### src/rtl/dmem_arbiter_pkg.sv
// Shared types for the data-memory arbiter: arbiter states and the
// request bundle used for the cpu, debug and memory sides.
package dmem_arbiter_pkg;

    localparam int DMEM_AW = 9;
    localparam int DMEM_DW = 32;

    typedef enum logic {
        ARB_CPU   = 1'b0,
        ARB_FORCE = 1'b1
    } arb_state_e;

    typedef struct packed {
        logic               rd;
        logic               wr;
        logic [DMEM_AW-1:0] addr;
        logic [DMEM_DW-1:0] wdata;
        logic [2:0]         funct3;
    } dmem_req_t;

    localparam dmem_req_t REQ_IDLE = '0;

endpackage

### src/rtl/dmem_arbiter_if.sv
// Bus bundle around the arbiter: MEM-stage request, debug port and
// the datamemory port. slave = arbiter side, master = environment side.
interface dmem_arbiter_if #(
    parameter int DM_ADDRESS = 9,
    parameter int DATA_W     = 32
);
    logic                  cpu_rd;
    logic                  cpu_wr;
    logic [DM_ADDRESS-1:0] cpu_addr;
    logic [DATA_W-1:0]     cpu_wdata;
    logic [2:0]            cpu_funct3;
    logic [DATA_W-1:0]     cpu_rdata;
    logic                  cpu_stall;

    logic                  dbg_valid;
    logic                  dbg_we;
    logic [DM_ADDRESS-1:0] dbg_addr;
    logic [DATA_W-1:0]     dbg_wdata;
    logic [2:0]            dbg_funct3;
    logic                  dbg_ready;
    logic                  dbg_rvalid;
    logic [DATA_W-1:0]     dbg_rdata;

    logic                  mem_rd;
    logic                  mem_wr;
    logic [DM_ADDRESS-1:0] mem_addr;
    logic [DATA_W-1:0]     mem_wdata;
    logic [2:0]            mem_funct3;
    logic [DATA_W-1:0]     mem_rdata;

    modport slave (
        input  cpu_rd, cpu_wr, cpu_addr, cpu_wdata, cpu_funct3,
        output cpu_rdata, cpu_stall,
        input  dbg_valid, dbg_we, dbg_addr, dbg_wdata, dbg_funct3,
        output dbg_ready, dbg_rvalid, dbg_rdata,
        output mem_rd, mem_wr, mem_addr, mem_wdata, mem_funct3,
        input  mem_rdata
    );

    modport master (
        output cpu_rd, cpu_wr, cpu_addr, cpu_wdata, cpu_funct3,
        input  cpu_rdata, cpu_stall,
        output dbg_valid, dbg_we, dbg_addr, dbg_wdata, dbg_funct3,
        input  dbg_ready, dbg_rvalid, dbg_rdata,
        input  mem_rd, mem_wr, mem_addr, mem_wdata, mem_funct3,
        output mem_rdata
    );

endinterface

### src/rtl/dmem_arbiter_starve_counter.sv
// Counts consecutive cycles the debug port is blocked by the CPU;
// o_expire flags the last tolerated blocked cycle.
module starve_counter #(
    parameter int MAX_WAIT = 8
) (
    input  logic clk,
    input  logic reset,
    input  logic i_clr,
    input  logic i_inc,
    output logic o_expire
);
    localparam int W = $clog2(MAX_WAIT + 1);
    localparam logic [W-1:0] LAST = W'(MAX_WAIT - 1);
    localparam logic [W-1:0] SAT  = W'(MAX_WAIT);

    logic [W-1:0] r_cnt;

    always_ff @(posedge clk or posedge reset) begin
        if (reset) begin
            r_cnt <= '0;
        end else if (i_clr) begin
            r_cnt <= '0;
        end else if (i_inc && r_cnt != SAT) begin
            r_cnt <= r_cnt + 1'b1;
        end
    end

    assign o_expire = (r_cnt == LAST);

endmodule

### src/rtl/dmem_arbiter.sv
// Shares the data-memory port between the MEM stage (fixed priority)
// and the debug/loader port, with a forced debug slot on starvation.
module dmem_arbiter
    import dmem_arbiter_pkg::*;
#(
    parameter int DM_ADDRESS = DMEM_AW,
    parameter int DATA_W     = DMEM_DW,
    parameter int MAX_WAIT   = 8
) (
    input logic           clk,
    input logic           reset,
    dmem_arbiter_if.slave bus
);
    localparam logic [0:0] ST_CPU   = ARB_CPU;
    localparam logic [0:0] ST_FORCE = ARB_FORCE;

    logic [0:0]            r_state;
    logic                  r_rvalid;
    logic [DATA_W-1:0]     r_rdata;

    dmem_req_t             w_cpu;
    dmem_req_t             w_dbg;
    dmem_req_t             w_mem;
    logic                  w_in_force;
    logic                  w_cpu_req;
    logic                  w_gnt_cpu;
    logic                  w_gnt_dbg;
    logic                  w_blocked;
    logic                  w_expire;
    logic                  w_rd_acc;
    logic [DM_ADDRESS-1:0] w_mem_addr;
    logic [DATA_W-1:0]     w_mem_wdata;

    assign w_cpu = '{rd: bus.cpu_rd, wr: bus.cpu_wr,
                     addr: bus.cpu_addr, wdata: bus.cpu_wdata,
                     funct3: bus.cpu_funct3};
    assign w_dbg = '{rd: ~bus.dbg_we, wr: bus.dbg_we,
                     addr: bus.dbg_addr, wdata: bus.dbg_wdata,
                     funct3: bus.dbg_funct3};

    assign w_in_force = (r_state == ST_FORCE);
    assign w_cpu_req  = bus.cpu_rd | bus.cpu_wr;
    assign w_gnt_cpu  = ~w_in_force & w_cpu_req;
    // Debug grant is masked while reset is held so dbg_ready drops at once.
    assign w_gnt_dbg  = ~reset & bus.dbg_valid & (w_in_force | ~w_cpu_req);
    assign w_blocked  = ~w_in_force & w_cpu_req & bus.dbg_valid;
    assign w_rd_acc   = w_gnt_dbg & ~bus.dbg_we;

    starve_counter #(
        .MAX_WAIT (MAX_WAIT)
    ) u_starve (
        .clk      (clk),
        .reset    (reset),
        .i_clr    (~w_blocked),
        .i_inc    (w_blocked),
        .o_expire (w_expire)
    );

    always_comb begin
        w_mem = REQ_IDLE;
        unique case (1'b1)
            w_gnt_cpu: w_mem = w_cpu;
            w_gnt_dbg: w_mem = w_dbg;
            default:   w_mem = REQ_IDLE;
        endcase
    end

    assign w_mem_addr     = w_mem.addr;
    assign w_mem_wdata    = w_mem.wdata;
    assign bus.mem_rd     = w_mem.rd;
    assign bus.mem_wr     = w_mem.wr;
    assign bus.mem_addr   = w_mem_addr;
    assign bus.mem_wdata  = w_mem_wdata;
    assign bus.mem_funct3 = w_mem.funct3;

    assign bus.cpu_rdata  = w_in_force ? '0 : bus.mem_rdata;
    assign bus.cpu_stall  = w_in_force;
    assign bus.dbg_ready  = w_gnt_dbg;
    assign bus.dbg_rvalid = r_rvalid;
    assign bus.dbg_rdata  = r_rdata;

    always_ff @(posedge clk or posedge reset) begin
        if (reset) begin
            r_state <= ST_CPU;
        end else if (w_in_force) begin
            r_state <= ST_CPU;
        end else if (w_blocked && w_expire) begin
            r_state <= ST_FORCE;
        end
    end

    always_ff @(posedge clk or posedge reset) begin
        if (reset) begin
            r_rvalid <= 1'b0;
            r_rdata  <= '0;
        end else begin
            r_rvalid <= w_rd_acc;
            if (w_rd_acc) begin
                r_rdata <= bus.mem_rdata;
            end
        end
    end

endmodule

### src/flat_wrapper.sv
// flat-port wrapper written by rule: the top's interface ports become plain ports
module dmem_arbiter_flat import dmem_arbiter_pkg::*;
#(
    parameter int DM_ADDRESS = DMEM_AW,
    parameter int DATA_W     = DMEM_DW,
    parameter int MAX_WAIT   = 8
)
  (clk, reset, bus_cpu_rd, bus_cpu_wr, bus_cpu_addr, bus_cpu_wdata, bus_cpu_funct3, bus_cpu_rdata, bus_cpu_stall, bus_dbg_valid, bus_dbg_we, bus_dbg_addr, bus_dbg_wdata, bus_dbg_funct3, bus_dbg_ready, bus_dbg_rvalid, bus_dbg_rdata, bus_mem_rd, bus_mem_wr, bus_mem_addr, bus_mem_wdata, bus_mem_funct3, bus_mem_rdata);
  dmem_arbiter_if #(.DM_ADDRESS(DM_ADDRESS), .DATA_W(DATA_W)) bus_i ();
  input logic clk;
  input logic reset;
  input wire logic [$bits(bus_i.cpu_rd)-1:0] bus_cpu_rd;
  input wire logic [$bits(bus_i.cpu_wr)-1:0] bus_cpu_wr;
  input wire logic [$bits(bus_i.cpu_addr)-1:0] bus_cpu_addr;
  input wire logic [$bits(bus_i.cpu_wdata)-1:0] bus_cpu_wdata;
  input wire logic [$bits(bus_i.cpu_funct3)-1:0] bus_cpu_funct3;
  output wire logic [$bits(bus_i.cpu_rdata)-1:0] bus_cpu_rdata;
  output wire logic [$bits(bus_i.cpu_stall)-1:0] bus_cpu_stall;
  input wire logic [$bits(bus_i.dbg_valid)-1:0] bus_dbg_valid;
  input wire logic [$bits(bus_i.dbg_we)-1:0] bus_dbg_we;
  input wire logic [$bits(bus_i.dbg_addr)-1:0] bus_dbg_addr;
  input wire logic [$bits(bus_i.dbg_wdata)-1:0] bus_dbg_wdata;
  input wire logic [$bits(bus_i.dbg_funct3)-1:0] bus_dbg_funct3;
  output wire logic [$bits(bus_i.dbg_ready)-1:0] bus_dbg_ready;
  output wire logic [$bits(bus_i.dbg_rvalid)-1:0] bus_dbg_rvalid;
  output wire logic [$bits(bus_i.dbg_rdata)-1:0] bus_dbg_rdata;
  output wire logic [$bits(bus_i.mem_rd)-1:0] bus_mem_rd;
  output wire logic [$bits(bus_i.mem_wr)-1:0] bus_mem_wr;
  output wire logic [$bits(bus_i.mem_addr)-1:0] bus_mem_addr;
  output wire logic [$bits(bus_i.mem_wdata)-1:0] bus_mem_wdata;
  output wire logic [$bits(bus_i.mem_funct3)-1:0] bus_mem_funct3;
  input wire logic [$bits(bus_i.mem_rdata)-1:0] bus_mem_rdata;
  assign bus_i.cpu_rd = bus_cpu_rd;
  assign bus_i.cpu_wr = bus_cpu_wr;
  assign bus_i.cpu_addr = bus_cpu_addr;
  assign bus_i.cpu_wdata = bus_cpu_wdata;
  assign bus_i.cpu_funct3 = bus_cpu_funct3;
  assign bus_cpu_rdata = bus_i.cpu_rdata;
  assign bus_cpu_stall = bus_i.cpu_stall;
  assign bus_i.dbg_valid = bus_dbg_valid;
  assign bus_i.dbg_we = bus_dbg_we;
  assign bus_i.dbg_addr = bus_dbg_addr;
  assign bus_i.dbg_wdata = bus_dbg_wdata;
  assign bus_i.dbg_funct3 = bus_dbg_funct3;
  assign bus_dbg_ready = bus_i.dbg_ready;
  assign bus_dbg_rvalid = bus_i.dbg_rvalid;
  assign bus_dbg_rdata = bus_i.dbg_rdata;
  assign bus_mem_rd = bus_i.mem_rd;
  assign bus_mem_wr = bus_i.mem_wr;
  assign bus_mem_addr = bus_i.mem_addr;
  assign bus_mem_wdata = bus_i.mem_wdata;
  assign bus_mem_funct3 = bus_i.mem_funct3;
  assign bus_i.mem_rdata = bus_mem_rdata;
  dmem_arbiter #(.DM_ADDRESS(DM_ADDRESS), .DATA_W(DATA_W), .MAX_WAIT(MAX_WAIT)) u_core (.clk(clk), .reset(reset), .bus(bus_i));
endmodule
### config.mk
export PLATFORM = sky130hd
export DESIGN_NAME = dmem_arbiter_flat
export DESIGN_NICKNAME = d
export VERILOG_FILES = /design/src/rtl/dmem_arbiter_pkg.sv /design/src/rtl/dmem_arbiter_if.sv /design/src/rtl/dmem_arbiter_starve_counter.sv /design/src/rtl/dmem_arbiter.sv /design/src/flat_wrapper.sv
export SDC_FILE = /design/constraint.sdc
export NUM_CORES = 1
export LEC_CHECK = 0
export CORE_MARGIN = 2
export CORE_UTILIZATION = 26
export CTS_CLUSTER_DIAMETER = 200
export CTS_CLUSTER_SIZE = 25
export DETAILED_ROUTE_END_ITERATION = 8
export PLACE_DENSITY = 0.82
export SYNTH_ARGS = -nofsm -noshare
export SYNTH_HDL_FRONTEND = slang
export SYNTH_SLANG_ARGS = --single-unit
### constraint.sdc
create_clock -name clk -period 2 [get_ports clk]
set_input_delay 0.2 -clock clk [delete_from_list [all_inputs] [get_ports clk]]
set_output_delay 0.2 -clock clk [all_outputs]
set_load 0.01 [all_outputs]
==> flow_summary.yaml <==
clock_network:
  clock_sinks: 38
  cts_tree: "yes"
  postCtsHoldBufs: 0
  cts_made_buffers: 5
  cts_buffer_depth: 2
  clk_pin_slew_ns: 0.08
  h-tree-depth: 2
  insertion_delay_ns: 0.29
  cts-root-buf: "clkbuf_8"
routing:
  drt_pass1_iterations: 5
  viasPerCell: 4.72
  ant_nets: 0
  first_iter_violations: 54
  wl_um: 9420
  vias: 2548
  wl_per_cell_um: 17.4
  drc: 0
finish:
  final_nets: 559
  utilization_pct: 56.3
  syn_to_final_growth_pct: 112
  layout-drive-gt1-share_pct: 13.4
  diodes: 0
floorplan:
  die_area_um2: 9600
  die-width_um: 98.0
  io_pins: 239
  start_util_pct: 26.6
  die_y_um: 98.0
  row_count: 34
  core_area_um2: 8640
placement:
  hpwlAfterDp_um: 7420
  place_congestion: 0.796
  portBuffers: 238
global_route:
  grt_pass1_wl_um: 14400
  grt_antenna_before_repair: 0
  grt_pass1_vias: 2686
  grt-ovfl-total: 0
  grt_use_total_pct: 18.7
  grt_max_degree: 39
outcome:
  status: "completed"
sta:
  tns_ns: 0
  period_needed_ns: 1.93
  holdWs_ns: 0.418
  fin_skew_ns: 0.00849
  rsz0062_at_grt: "no"
  max-slew-margin-rel_pct: 67.0
  final_max_slew_viol_count: 0
  period_share_pct: 96.5
  fmax_mhz: 518
  hold_violations: 0
  setup_viol: 0
  tightest_slew_ns: 0.495
pwr:
  ir_drop_mv: 0.413
  sequentialPowerShare_pct: 36.0
  pwr_density_cell_nw_per_um2: 578
  p_switching_w: 0.000784
  power_frac_comb_pct: 44.2
  clockPowerShare_pct: 19.8
  netSwitchingFraction_pct: 27.9
  p_leak_nw: 2.20
  internal-power_w: 0.00203
logic_synthesis:
  syn-num-nets: 317
  synth_area_um2: 2300
  syn_area_per_cell_um2: 12.2
  ys_ff_latch: 38
  yosys_warnings: 0
  ys_seq_area_share_pct: 41.4
  syn_inst: 189
  synthDistinctLibCells: 27
critical_path:
  worst_setup_path_start_kind: "flop"
  endpoint_kind: "output pin"
  crit_type: "flop to output pin"
  cp.required_ns: 1.80
  crit_arrival_ns: 1.73
  crit_path_max_fanout: 24
flow_run:
  maxCapViolCount: 0
worst_hold_path:
  min_path_type: "input port to async pin"
power by group through the flow:
| stage | sequential [W] | clock, W | combinational, W |
|---|---|---|---|
| detailed placement | 0.00102 | 0 | 0.00130 |
| floorplan | 0.00109 | 0 | 0.000388 |
| global placement | 0.00102 | 0 | 0.00129 |
| finish | 0.00101 | 0.000557 | 0.00124 |
| CTS | 0.00101 | 0.000581 | 0.00126 |
| global route | 0.00103 | 0.000613 | 0.00131 |
per-layer routing:
metal / vias to the layer above / track usage [%] / routed length [um]
li1: 1169 / - / -
met1: 1209 / 22.1 / 3730
met4: 0 / 5.13 / 203
met5: - / 0 / 0
met2: 155 / 33.0 / 4590
met3: 15 / 5.58 / 906
worst max-delay path, stage by stage (launching register included):
cell and delay (ns):
dfrtp_1 0.40, o21bai_4 0.18, and3_4 0.20, buf_12 0.15
a22o_1 0.20, dlygate4sd2_1 0.30
cell usage after synthesis:
cell      count  area (um^2)
buf_6         5         56.3
o21ba_2       1         10.0
buf_8         2         30.0
ha_1          2         25.0
mux2_2       14          158
xnor2_1       1         8.76
inv_1         4         15.0
dfrtp_1      38          951
nand2_1       3         11.3
mux2_4       18          270
o21bai_4      1         18.8
inv_6         1         8.76
nor2b_1      31          194
nor3_1        1         5.00
mux2i_1       1         10.0
nand3_1       1         5.00
buf_2         5         25.0
and2b_1       1         7.51
nand2_4       1         11.3
nand3b_1      1         7.51
clkbuf_1      3         11.3
a21o_1        1         7.51
a22o_1       45          394
nor2_1        4         15.0
and3_4        1         11.3
xor2_1        2         17.5
nor3b_2       1         12.5
repair_timing:
| item | CTS | global route |
|---|---|---|
| gates resized for setup | 50 | 3 |
| setup buffers | 1 | 0 |
| endpoints found under the setup margin | 47 | 3 |
area by class of cell:
cell class	instances	area [um^2]
Sequential cell	38	951
Inverter	5	23.8
Timing Repair Buffer	250	2460
Multi-Input combinational cell	131	1200
Fill cell	758	3770
Clock inverter	2	12.5
Clock buffer	6	82.6
Tap cell	108	135
flip-flops by register name, indices dropped and copies added, names as in the netlist:
register and count:
u_core.bus.dbg_rvalid 1, u_core.bus.dbg_rdata 32, u_core.bus.cpu_stall 1, u_core.u_starve.r_cnt 4
cell families (layout without fill, tap and decap cells):
group	Yosys count	count (layout)	share of synthesized area [%]
XOR/XNOR	3	3	1.14
multiplexers	33	33	19.1
adder cells (fa/ha/maj)	2	2	1.09
flip-flops	38	38	41.4
AO/OA/AOI/OAI	48	48	18.7
AND/OR/NAND/NOR	45	45	12.2
buffers and inverters	20	263	6.37
metrics by stage:
stage          setup WS (ns)  power (W)  std cells  cell area, um^2
3_3_place_gp          -0.194    0.00230        531             4810
3_5_place_dp          -0.184    0.00232        531             4810
4_1_cts               0.0165    0.00285        540             4860
6_report              0.0691    0.00281        540             4860
5_1_grt              0.00277    0.00296        540             4860
2_1_floorplan         0.0214    0.00148        189             2300
cells in the final DEF, fill, tap and decap left out, types with 2 or more instances in the layout:
cell,synthesis,routed
nand2_1,3,3
nor2_1,4,4
clkdlybuf4s50_1,0,186
dlymetal6s2s_1,0,3
buf_4,0,8
dlygate4sd2_1,0,49
clkbuf_8,0,6
dfrtp_1,38,38
mux2_2,14,14
ha_1,2,2
nor2b_1,31,31
buf_12,0,3
a22o_1,45,45
mux2_4,18,18
xor2_1,2,2
inv_1,4,4
worst paths after layout:
kind	end	slack, ns	from	cells after the start
max	bus_mem_wdata[17]	0.07	u_core.bus.cpu_stall	5
min	u_core.bus.dbg_rdata[9]	0.42	reset	3
max reg2reg	u_core.bus.dbg_rdata[21]	0.43	u_core.bus.cpu_stall	5
min reg2reg	u_core.bus.dbg_rdata[22]	0.51	u_core.bus.dbg_rdata[22]	1
max in group asynchronous	u_core.bus.dbg_rdata[18]	1.24	reset	3
min in group clk	u_core.bus.dbg_rdata[22]	0.51	u_core.bus.dbg_rdata[22]	1
No activity file was read; power rests on OpenSTA's default activity.
